### config.mk
export PLATFORM = sky130hd
export DESIGN_NAME = alu_64_flat
export DESIGN_NICKNAME = d
export VERILOG_FILES = /design/src/rtl/alu_pkg.sv /design/src/rtl/alu_64_if.sv /design/src/rtl/alu_bitslice.sv /design/src/rtl/alu_64.sv /design/src/flat_wrapper.sv
export SDC_FILE = /design/constraint.sdc
export NUM_CORES = 1
export LEC_CHECK = 0
export CORE_ASPECT_RATIO = 2
export CORE_MARGIN = 4
export CORE_UTILIZATION = 35
export DETAILED_ROUTE_END_ITERATION = 12
export DONT_BUFFER_PORTS = 1
export PLACE_DENSITY = 0.59
export SLEW_MARGIN = 15
export SYNTH_ARGS = -nofsm -noshare
export SYNTH_HDL_FRONTEND = slang
export SYNTH_SLANG_ARGS = --single-unit
### constraint.sdc
create_clock -name clk -period 59.8 [get_ports clk]
set_input_delay 11.96 -clock clk [delete_from_list [all_inputs] [get_ports clk]]
set_output_delay 11.96 -clock clk [all_outputs]
set_load 0.005 [all_outputs]
### src/rtl/alu_pkg.sv
`default_nettype none
// ============================================================================
//  Module   : alu_pkg
//  Purpose  : Shared definitions for the 64-bit execute-stage ALU: control
//             code constants, the operation enum and a small decode helper.
//  Revision : 1.0  initial release
// ============================================================================
package alu_pkg;

    localparam logic [2:0] ALU_PASS_B   = 3'b000;
    localparam logic [2:0] ALU_ADD      = 3'b010;
    localparam logic [2:0] ALU_SUBTRACT = 3'b011;
    localparam logic [2:0] ALU_AND      = 3'b100;
    localparam logic [2:0] ALU_OR       = 3'b101;
    localparam logic [2:0] ALU_XOR      = 3'b110;

    // Reserved encodings are listed so any 3-bit value casts to a legal member.
    typedef enum logic [2:0] {
        OP_PASS_B = 3'b000,
        OP_RSVD1  = 3'b001,
        OP_ADD    = 3'b010,
        OP_SUB    = 3'b011,
        OP_AND    = 3'b100,
        OP_OR     = 3'b101,
        OP_XOR    = 3'b110,
        OP_RSVD7  = 3'b111
    } alu_op_t;

    // True for the two codes that use the adder and report carry/overflow.
    function automatic logic is_arith(input logic [2:0] code);
        return (code == ALU_ADD) || (code == ALU_SUBTRACT);
    endfunction

endpackage
`default_nettype wire

### src/rtl/alu_64_if.sv
`default_nettype none
// ============================================================================
//  Module   : alu_64_if
//  Purpose  : Operand/result bundle for alu_64.
//  Ports    : A, B, cntrl       - operands and operation select (to ALU)
//             result, negative, zero, overflow, carry_out - registered outputs
//  Modports : master (operand source), slave (the ALU)
//  Revision : 1.0  initial release
// ============================================================================
interface alu_64_if #(
    parameter int WIDTH = 64
);
    logic [WIDTH-1:0] A;
    logic [WIDTH-1:0] B;
    logic [2:0]       cntrl;
    logic [WIDTH-1:0] result;
    logic             negative;
    logic             zero;
    logic             overflow;
    logic             carry_out;

    modport master (
        output A, B, cntrl,
        input  result, negative, zero, overflow, carry_out
    );

    modport slave (
        input  A, B, cntrl,
        output result, negative, zero, overflow, carry_out
    );
endinterface
`default_nettype wire

### src/rtl/alu_bitslice.sv
`default_nettype none
// ============================================================================
//  Module   : alu_bitslice
//  Purpose  : One bit of the ALU datapath: full adder with optional B
//             inversion, AND/OR/XOR, and a per-bit result mux.
//  Ports    : a_i, b_i   - operand bits
//             cin_i      - carry in from the lower slice
//             cntrl_i    - operation select
//             res_o      - selected result bit
//             cout_o     - carry out to the next slice
//  Revision : 1.0  initial release
// ============================================================================
module alu_bitslice
    import alu_pkg::*;
(
    input  wire logic       a_i,
    input  wire logic       b_i,
    input  wire logic       cin_i,
    input  wire logic [2:0] cntrl_i,
    output logic            res_o,
    output logic            cout_o
);

    logic    b_eff;
    logic    sum;
    alu_op_t op;

    // cntrl[0] distinguishes SUB from ADD; inverting B here plus a carry-in of
    // 1 at slice 0 gives A + ~B + 1.
    assign b_eff  = b_i ^ cntrl_i[0];
    assign sum    = a_i ^ b_eff ^ cin_i;
    assign cout_o = (a_i & b_eff) | (cin_i & (a_i ^ b_eff));
    assign op     = alu_op_t'(cntrl_i);

    always_comb begin
        res_o = 1'b0;
        case (op)
            OP_PASS_B:      res_o = b_i;
            OP_ADD, OP_SUB: res_o = sum;
            OP_AND:         res_o = a_i & b_i;
            OP_OR:          res_o = a_i | b_i;
            OP_XOR:         res_o = a_i ^ b_i;
            default:        res_o = 1'b0;
        endcase
    end

endmodule
`default_nettype wire

### src/rtl/alu_64.sv
`default_nettype none
// ============================================================================
//  Module   : alu_64
//  Purpose  : 64-bit execute-stage ALU (pass-B, add, sub, and, or, xor) with
//             negative/zero/overflow/carry flags, registered with 1-cycle
//             latency and 1 op/cycle throughput.
//  Ports    : clk      - system clock, rising edge
//             reset_n  - synchronous active-low reset
//             bus      - alu_64_if slave: A, B, cntrl in; result and flags out
//  Revision : 1.0  initial release
// ============================================================================
module alu_64
    import alu_pkg::*;
#(
    parameter int WIDTH = 64
) (
    input  wire logic clk,
    input  wire logic reset_n,
    alu_64_if.slave   bus
);

    logic [WIDTH:0]   carry;
    logic [WIDTH-1:0] result_d;
    logic             negative_d;
    logic             zero_d;
    logic             overflow_d;
    logic             carry_out_d;
    logic             arith;

    logic [WIDTH-1:0] result_q;
    logic             negative_q;
    logic             zero_q;
    logic             overflow_q;
    logic             carry_out_q;

    assign arith    = is_arith(bus.cntrl);
    // The +1 of two's-complement subtraction enters as the chain's carry-in.
    assign carry[0] = (bus.cntrl == ALU_SUBTRACT);

    for (genvar i = 0; i < WIDTH; i++) begin : g_slice
        alu_bitslice u_slice (
            .a_i     (bus.A[i]),
            .b_i     (bus.B[i]),
            .cin_i   (carry[i]),
            .cntrl_i (bus.cntrl),
            .res_o   (result_d[i]),
            .cout_o  (carry[i+1])
        );
    end

    assign negative_d  = result_d[WIDTH-1];
    // Reduction OR maps to a balanced OR tree, keeping zero detect shallow
    // behind the ripple chain.
    assign zero_d      = ~(|result_d);
    // Signed overflow: carry into the MSB disagrees with carry out of it.
    assign overflow_d  = arith & (carry[WIDTH-1] ^ carry[WIDTH]);
    assign carry_out_d = arith & carry[WIDTH];

    always_ff @(posedge clk) begin
        if (!reset_n) begin
            result_q    <= '0;
            negative_q  <= 1'b0;
            zero_q      <= 1'b1;
            overflow_q  <= 1'b0;
            carry_out_q <= 1'b0;
        end else begin
            result_q    <= result_d;
            negative_q  <= negative_d;
            zero_q      <= zero_d;
            overflow_q  <= overflow_d;
            carry_out_q <= carry_out_d;
        end
    end

    assign bus.result    = result_q;
    assign bus.negative  = negative_q;
    assign bus.zero      = zero_q;
    assign bus.overflow  = overflow_q;
    assign bus.carry_out = carry_out_q;

endmodule
`default_nettype wire

### src/flat_wrapper.sv
// flat-port wrapper written by rule: the top's interface ports become plain ports
module alu_64_flat import alu_pkg::*;
#(
    parameter int WIDTH = 64
)
  (clk, reset_n, bus_A, bus_B, bus_cntrl, bus_result, bus_negative, bus_zero, bus_overflow, bus_carry_out);
  alu_64_if #(.WIDTH(WIDTH)) bus_i ();
  input  wire logic clk;
  input  wire logic reset_n;
  input wire logic [$bits(bus_i.A)-1:0] bus_A;
  input wire logic [$bits(bus_i.B)-1:0] bus_B;
  input wire logic [$bits(bus_i.cntrl)-1:0] bus_cntrl;
  output wire logic [$bits(bus_i.result)-1:0] bus_result;
  output wire logic [$bits(bus_i.negative)-1:0] bus_negative;
  output wire logic [$bits(bus_i.zero)-1:0] bus_zero;
  output wire logic [$bits(bus_i.overflow)-1:0] bus_overflow;
  output wire logic [$bits(bus_i.carry_out)-1:0] bus_carry_out;
  assign bus_i.A = bus_A;
  assign bus_i.B = bus_B;
  assign bus_i.cntrl = bus_cntrl;
  assign bus_result = bus_i.result;
  assign bus_negative = bus_i.negative;
  assign bus_zero = bus_i.zero;
  assign bus_overflow = bus_i.overflow;
  assign bus_carry_out = bus_i.carry_out;
  alu_64 #(.WIDTH(WIDTH)) u_core (.clk(clk), .reset_n(reset_n), .bus(bus_i));
endmodule
==> metrics, run 1 <==
Tightest Hold Check Type in -> reg; distinct cell type count after synthesis 46; power density cells 18.7 nW/um^2; leftover overflow at the end of global routing 0; total instance count after detailed placement ~1,200; data arrival time of the worst path 38.81 ns; buffers inserted during post-CTS setup optimization 0; area of the die 27,100 sq um; worst-margin pin slew a little under 0.8 ns; Worst Setup EP u_core.bus.zero; number of enable-type register cells in the synthesized netlist 0; Synth top area share 18.8%; Detailed Route WL 28,300 microns; Crit Path Max Fanout 157; final count of negative-setup-slack endpoints 0; layout net count 1,253; CTS clk-pin slew, worst paths about 0.08 ns; synthesized area per cell 8.71 sq um; total clock buffers created by CTS 9; post-synth design cell area 8530 sq um; first-pass GRT wire length approximately 43,000 microns; CTS tree built; Async S/R FF share, synth 0%; n_diodes 0; pre-CTS setup slack 21.06 ns; starting utilization of the core area 35.6%; most used flip-flop cell after synthesis sky130_fd_sc_hd__dfxtp_1; number of violations reported at the end of detailed-routing iteration 0 roughly 350; relative area change from synthesis to final layout 4.74%; slowest cell on the critical path sky130_fd_sc_hd__fa_1; count of non-filler cells in the finished layout between 1,000 and 1,500; type of the worst setup path in -> reg; Synth Instances slightly below 1,000; Final Instance Area approximately 8900 sq um; count of final hold-check violations 0; slowest stage delay, CP between 0.4 and 0.5 ns; capturing element type of the critical path flop; final core utilization between 30% and 40%; final critical path time including I/O delays and setup 38.54 ns; worst setup path startpoint bus_cntrl[2]; Die X between 100 and 150 microns; initial antenna violation count 0; area leader, netlist sky130_fd_sc_hd__ha_1; vias in the first global route 6,963; fin crit share 64.4%; RD Place Congestion between 0.9 and 1; outcome finished, final reports clean; detailed placer's ending HPWL approximately 22,000 microns; largest buffer count on any clock path 2; first drt pass iteration count 5; final setup margin 21.26 ns; hold slack final 11.67 ns; CP startpoint kind input port; total negative setup slack 0 ns; remaining antenna violation count after routing 0; most common cell in the netlist sky130_fd_sc_hd__inv_1; Die Y roughly 230 microns; cell types with the largest area share after synthesis sky130_fd_sc_hd__ha_1, sky130_fd_sc_hd__dfxtp_1, sky130_fd_sc_hd__fa_1; proportion of layout cells with a drive suffix above 1 4.61%; achievable clock frequency 0.0259 GHz; placed instance area 8640 sq um; number of vias per cell 5.51; unrepaired setup endpoints after global routing false; root buffer selected by CTS sky130_fd_sc_hd__clkbuf_16; count of buffers inserted at the top-level ports 0; post-detailed-route DRC marker count 0; total track usage 20.9%; number of sinks handled by clock tree synthesis 67; largest net degree at the start of global routing around 180; overall via count from detail_route 6,721; register bit count reported by yosys 67; most common cell type on the critical path sky130_fd_sc_hd__fa_1; number of buffers inserted for hold repair after clock tree synthesis 0; number of warning messages in the yosys log 0; # Max-Cap Violations 0; share of synthesized area occupied by flip-flops and latches approximately 16%; FP Rows 80; required time of the critical path 60.08 ns; maximum level of the CTS H-tree 3; PnR Total Power between 0.15 and 0.2 mW; I/O Pins about 200; Max transition margin about 48%; LEAKAGE 4.08 nW; post-cts repair resize count 0; worst-case vdd ir drop 0.0136 mV; Synth Net Count roughly 1,300; total core area 23,900 sq um; Final Max Slew Viols 0; Wirelength per Cell approximately 23 microns; most numerous cell types in the synthesized netlist sky130_fd_sc_hd__inv_1, sky130_fd_sc_hd__ha_1, sky130_fd_sc_hd__nor2_1
==> how the worst min path moves through the flow <==
stage / from / to / slack, ns / cells after the start
2_1_floorplan: reset_n / u_core.bus.zero / 12.20 / 2
3_3_place_gp: reset_n / u_core.bus.zero / 12.03 / 1
3_5_place_dp: reset_n / u_core.bus.zero / 12.04 / 1
4_1_cts: reset_n / u_core.bus.zero / 11.65 / 1
5_1_grt: reset_n / u_core.bus.zero / 11.66 / 1
6_report: reset_n / u_core.bus.zero / 11.67 / 1
==> routing by layer <==
metal,up-vias,global-route usage (%),part of all wire (%)
li1,3185,-,-
met1,3264,20.9,34
met2,215,37.1,52
met3,57,7.60,8.5
met4,0,11.5,5.6
met5,-,0,0
==> logic make-up after synthesis <==
group           Yosys count  synth area share [%]
buf+inv                 205                  9.51
fa+ha+maj               192                  33.8
xor+xnor                 65                  6.68
mux                      54                  6.57
flops                    67                  15.7
compound gates          187                  14.8
simple gates            209                  12.9
==> power by group <==
part	total (mW)	switching [mW]	leakage [nW]	internal (mW)
Clock	0.0560	0.0239	0.141	0.0322
Sequential	0.0518	0.00275	0.555	0.0490
Combinational	0.0590	0.0324	3.38	0.0267
Total	0.167	0.0590	4.08	0.108
==> cell usage in the layout, fill, tap and decap left out, types with 6 or more instances in the layout <==
cell                        count
sky130_fd_sc_hd__o211ai_1       6
sky130_fd_sc_hd__nor2_1        82
sky130_fd_sc_hd__nand2_1       21
sky130_fd_sc_hd__o22a_1        12
sky130_fd_sc_hd__dfxtp_1       67
sky130_fd_sc_hd__nand4_1        8
sky130_fd_sc_hd__mux2i_1       38
sky130_fd_sc_hd__fa_1          64
sky130_fd_sc_hd__ha_1         128
sky130_fd_sc_hd__nand2b_1       6
sky130_fd_sc_hd__and2_1        25
sky130_fd_sc_hd__a311o_1       12
sky130_fd_sc_hd__o22ai_1        6
sky130_fd_sc_hd__o221ai_1       9
sky130_fd_sc_hd__a21oi_1       16
sky130_fd_sc_hd__a22o_1        10
sky130_fd_sc_hd__a31oi_1        9
sky130_fd_sc_hd__a22oi_1       18
sky130_fd_sc_hd__inv_1        136
sky130_fd_sc_hd__a221oi_1       9
sky130_fd_sc_hd__xnor2_1       62
sky130_fd_sc_hd__o21ai_0       73
sky130_fd_sc_hd__nand3b_1      41
sky130_fd_sc_hd__mux2_2        16
sky130_fd_sc_hd__buf_4          6
sky130_fd_sc_hd__clkbuf_16      9
==> registers in the layout (all words and copies together), names as in the netlist <==
name                  cells
u_core.bus.result        63
u_core.bus.carry_out      1
u_core.bus.negative       1
u_core.bus.overflow       1
u_core.bus.zero           1
==> worst max-delay path: cells and delay by family <==
| family | cells | cell delay, ns |
|---|---|---|
| AND/OR/NAND/NOR | 5 | 0.70 |
| AO/OA/AOI/OAI | 2 | 0.31 |
| buffers and inverters | 3 | 0.22 |
| adder cells (fa/ha/maj) | 64 | 25.51 |
==> final cells by class <==
| type | instances | area [sq um] |
|---|---|---|
| fillers | 2427 | 15000 |
| inverters | 137 | 514 |
| clock buffers | 9 | 225 |
| well taps | 287 | 359 |
| flip-flops and latches | 67 | 1340 |
| multi-input cells | 707 | 6380 |
| repair buffers | 6 | 45.0 |
| clock inverters | 7 | 68.8 |
Power figures use the tool's default switching activity.
==> run 2, diff against run 1 <==
- PLACE_DENSITY: 0.59 -> 0.61
- clock period: 59.8 -> 32.6 ns (I/O delays scaled with it)
==> metrics, run 2 (same netlist as run 1, synthesis figures left out) <==
remaining antenna violation count after routing 0; slowest cell on the critical path sky130_fd_sc_hd__fa_2; worst-margin pin slew around 1 ns; data arrival time of the worst path 32.16 ns; detailed placer's ending HPWL 22,500 microns; routed length on met1 9350 microns; power density cells 34.0 nW/um^2; first drt pass iteration count 5; worst-case vdd ir drop approximately 0.022 mV; count of final hold-check violations 0; worst hold path cell count 1; final core utilization between 30% and 40%; Wirelength per Cell 23.3 microns; total track usage 20.8%; CTS tree built; Die Y 229 microns; overall via count from detail_route 6,777; PnR Total Power ~0.31 mW; CP startpoint kind input port; placed instance area 8650 sq um; fillcell total 2,360; hold slack final between 6 and 7 ns; type of the worst setup path in -> reg; Tightest Hold Check Type in -> reg; total clock buffers created by CTS 9; met3 WL post-DR 2510 microns; total core area 23,900 sq um; final critical path time including I/O delays and setup 31.89 ns; number of violations reported at the end of detailed-routing iteration 0 between 300 and 400; Largest register FFs 63; LEAKAGE 4.08 nW; Final Instance Area 9000 sq um; leftover overflow at the end of global routing 0; maximum level of the CTS H-tree 3; number of vias per cell 5.55; area of the die 27,100 sq um; first-pass GRT wire length 42,400 microns; Detailed Route WL 28,400 microns; unrepaired setup endpoints after global routing false; RD Place Congestion slightly above 0.9; CTS clk-pin slew, worst paths ~0.060 ns; achievable clock frequency between 0.03 and 0.04 GHz; post-detailed-route DRC marker count 0; proportion of layout cells with a drive suffix above 1 6.75%; starting utilization of the core area 35.6%; largest net degree at the start of global routing 181; number of buffers inserted for hold repair after clock tree synthesis 0; relative area change from synthesis to final layout 5.53%; layout net count approximately 1,300; most common cell type on the critical path sky130_fd_sc_hd__fa_1; slowest stage delay, CP 0.43 ns; commonest cells after routing, fill and taps aside sky130_fd_sc_hd__inv_1, sky130_fd_sc_hd__ha_1, sky130_fd_sc_hd__nor2_1; Die X 118 microns; outcome finished, final reports clean; initial antenna violation count 0; final count of negative-setup-slack endpoints 0; FP Rows 80; # Max-Cap Violations 0; number of sinks handled by clock tree synthesis 67; largest buffer count on any clock path 2; root buffer selected by CTS sky130_fd_sc_hd__clkbuf_16; fin crit share 97.8%; Max transition margin between 30 and 40%; vias in the first global route around 7,000; met2 routed wirelength 14,800 microns; n_diodes 0; capturing element type of the critical path flop; Crit Path Max Fanout ~160; required time of the critical path between 30 and 40 ns; count of buffers inserted at the top-level ports 0; most common cell after layout, fill and taps aside sky130_fd_sc_hd__inv_1; Final Max Slew Viols 0; I/O Pins 201; uppermost routed layer met4
-- run 2: cell count changes in the layout (fill, tap and decap cells not counted), moves of 2 or more --
| cell | before | now |
|---|---|---|
| sky130_fd_sc_hd__fa_1 | 64 | 44 |
| sky130_fd_sc_hd__clkinv_2 | 3 | 1 |
| sky130_fd_sc_hd__fa_2 | 0 | 20 |
| sky130_fd_sc_hd__clkinvlp_4 | 2 | 0 |
| sky130_fd_sc_hd__clkbuf_8 | 0 | 2 |
| sky130_fd_sc_hd__clkbuf_1 | 0 | 2 |
-- run 2: critical path: cells and delay by family --
family / cells / cell delay [ns]
compound gates: 2 / 0.30
simple gates: 5 / 0.61
buf+inv: 3 / 0.20
fa+ha+maj: 64 / 24.42
-- run 2: final timing paths --
kind                  slack, ns               to         start
worst min-delay path       6.24  u_core.bus.zero       reset_n
worst max-delay path       0.71  u_core.bus.zero  bus_cntrl[2]
-- run 2: area by class of cell --
cell class	count	area, sq um	share of cell area (%)
clock buffer	13	260	2.89
timing repair buffer	7	52.6	0.584
inverter	137	514	5.71
tap	287	359	3.99
multi-input combinational	707	6440	71.5
sequential	67	1340	14.9
clock inverter	2	35.0	0.389
-- run 2: per-layer routing --
metal	global-route usage, %	vias to the layer above
li1	-	3186
met4	12.0	0
met1	19.7	3293
met5	0	-
met2	37.5	231
met3	8.10	67
-- run 2: power by group --
group	switching [mW]	total, mW	internal (mW)
Combinational	0.0602	0.111	0.0506
Sequential	0.00497	0.0950	0.0900
Clock	0.0371	0.100	0.0628
Total	0.102	0.306	0.203
-- run 2: what timing repair did --
action,CTS,global route
endpoints found under the setup margin,1,4
resized for setup,4,17
pin swaps,0,1
buffers inserted,0,0
-- run 2: metrics by stage --
step	setup WS, ns	TNS [ns]	std cells
finish	0.707	0	1220
global route	0.00315	0	1220
CTS	0.0546	0	1220
detailed placement	-0.455	-0.621	1205
global placement	0.0198	0	1205
floorplan	0.0180	0	979
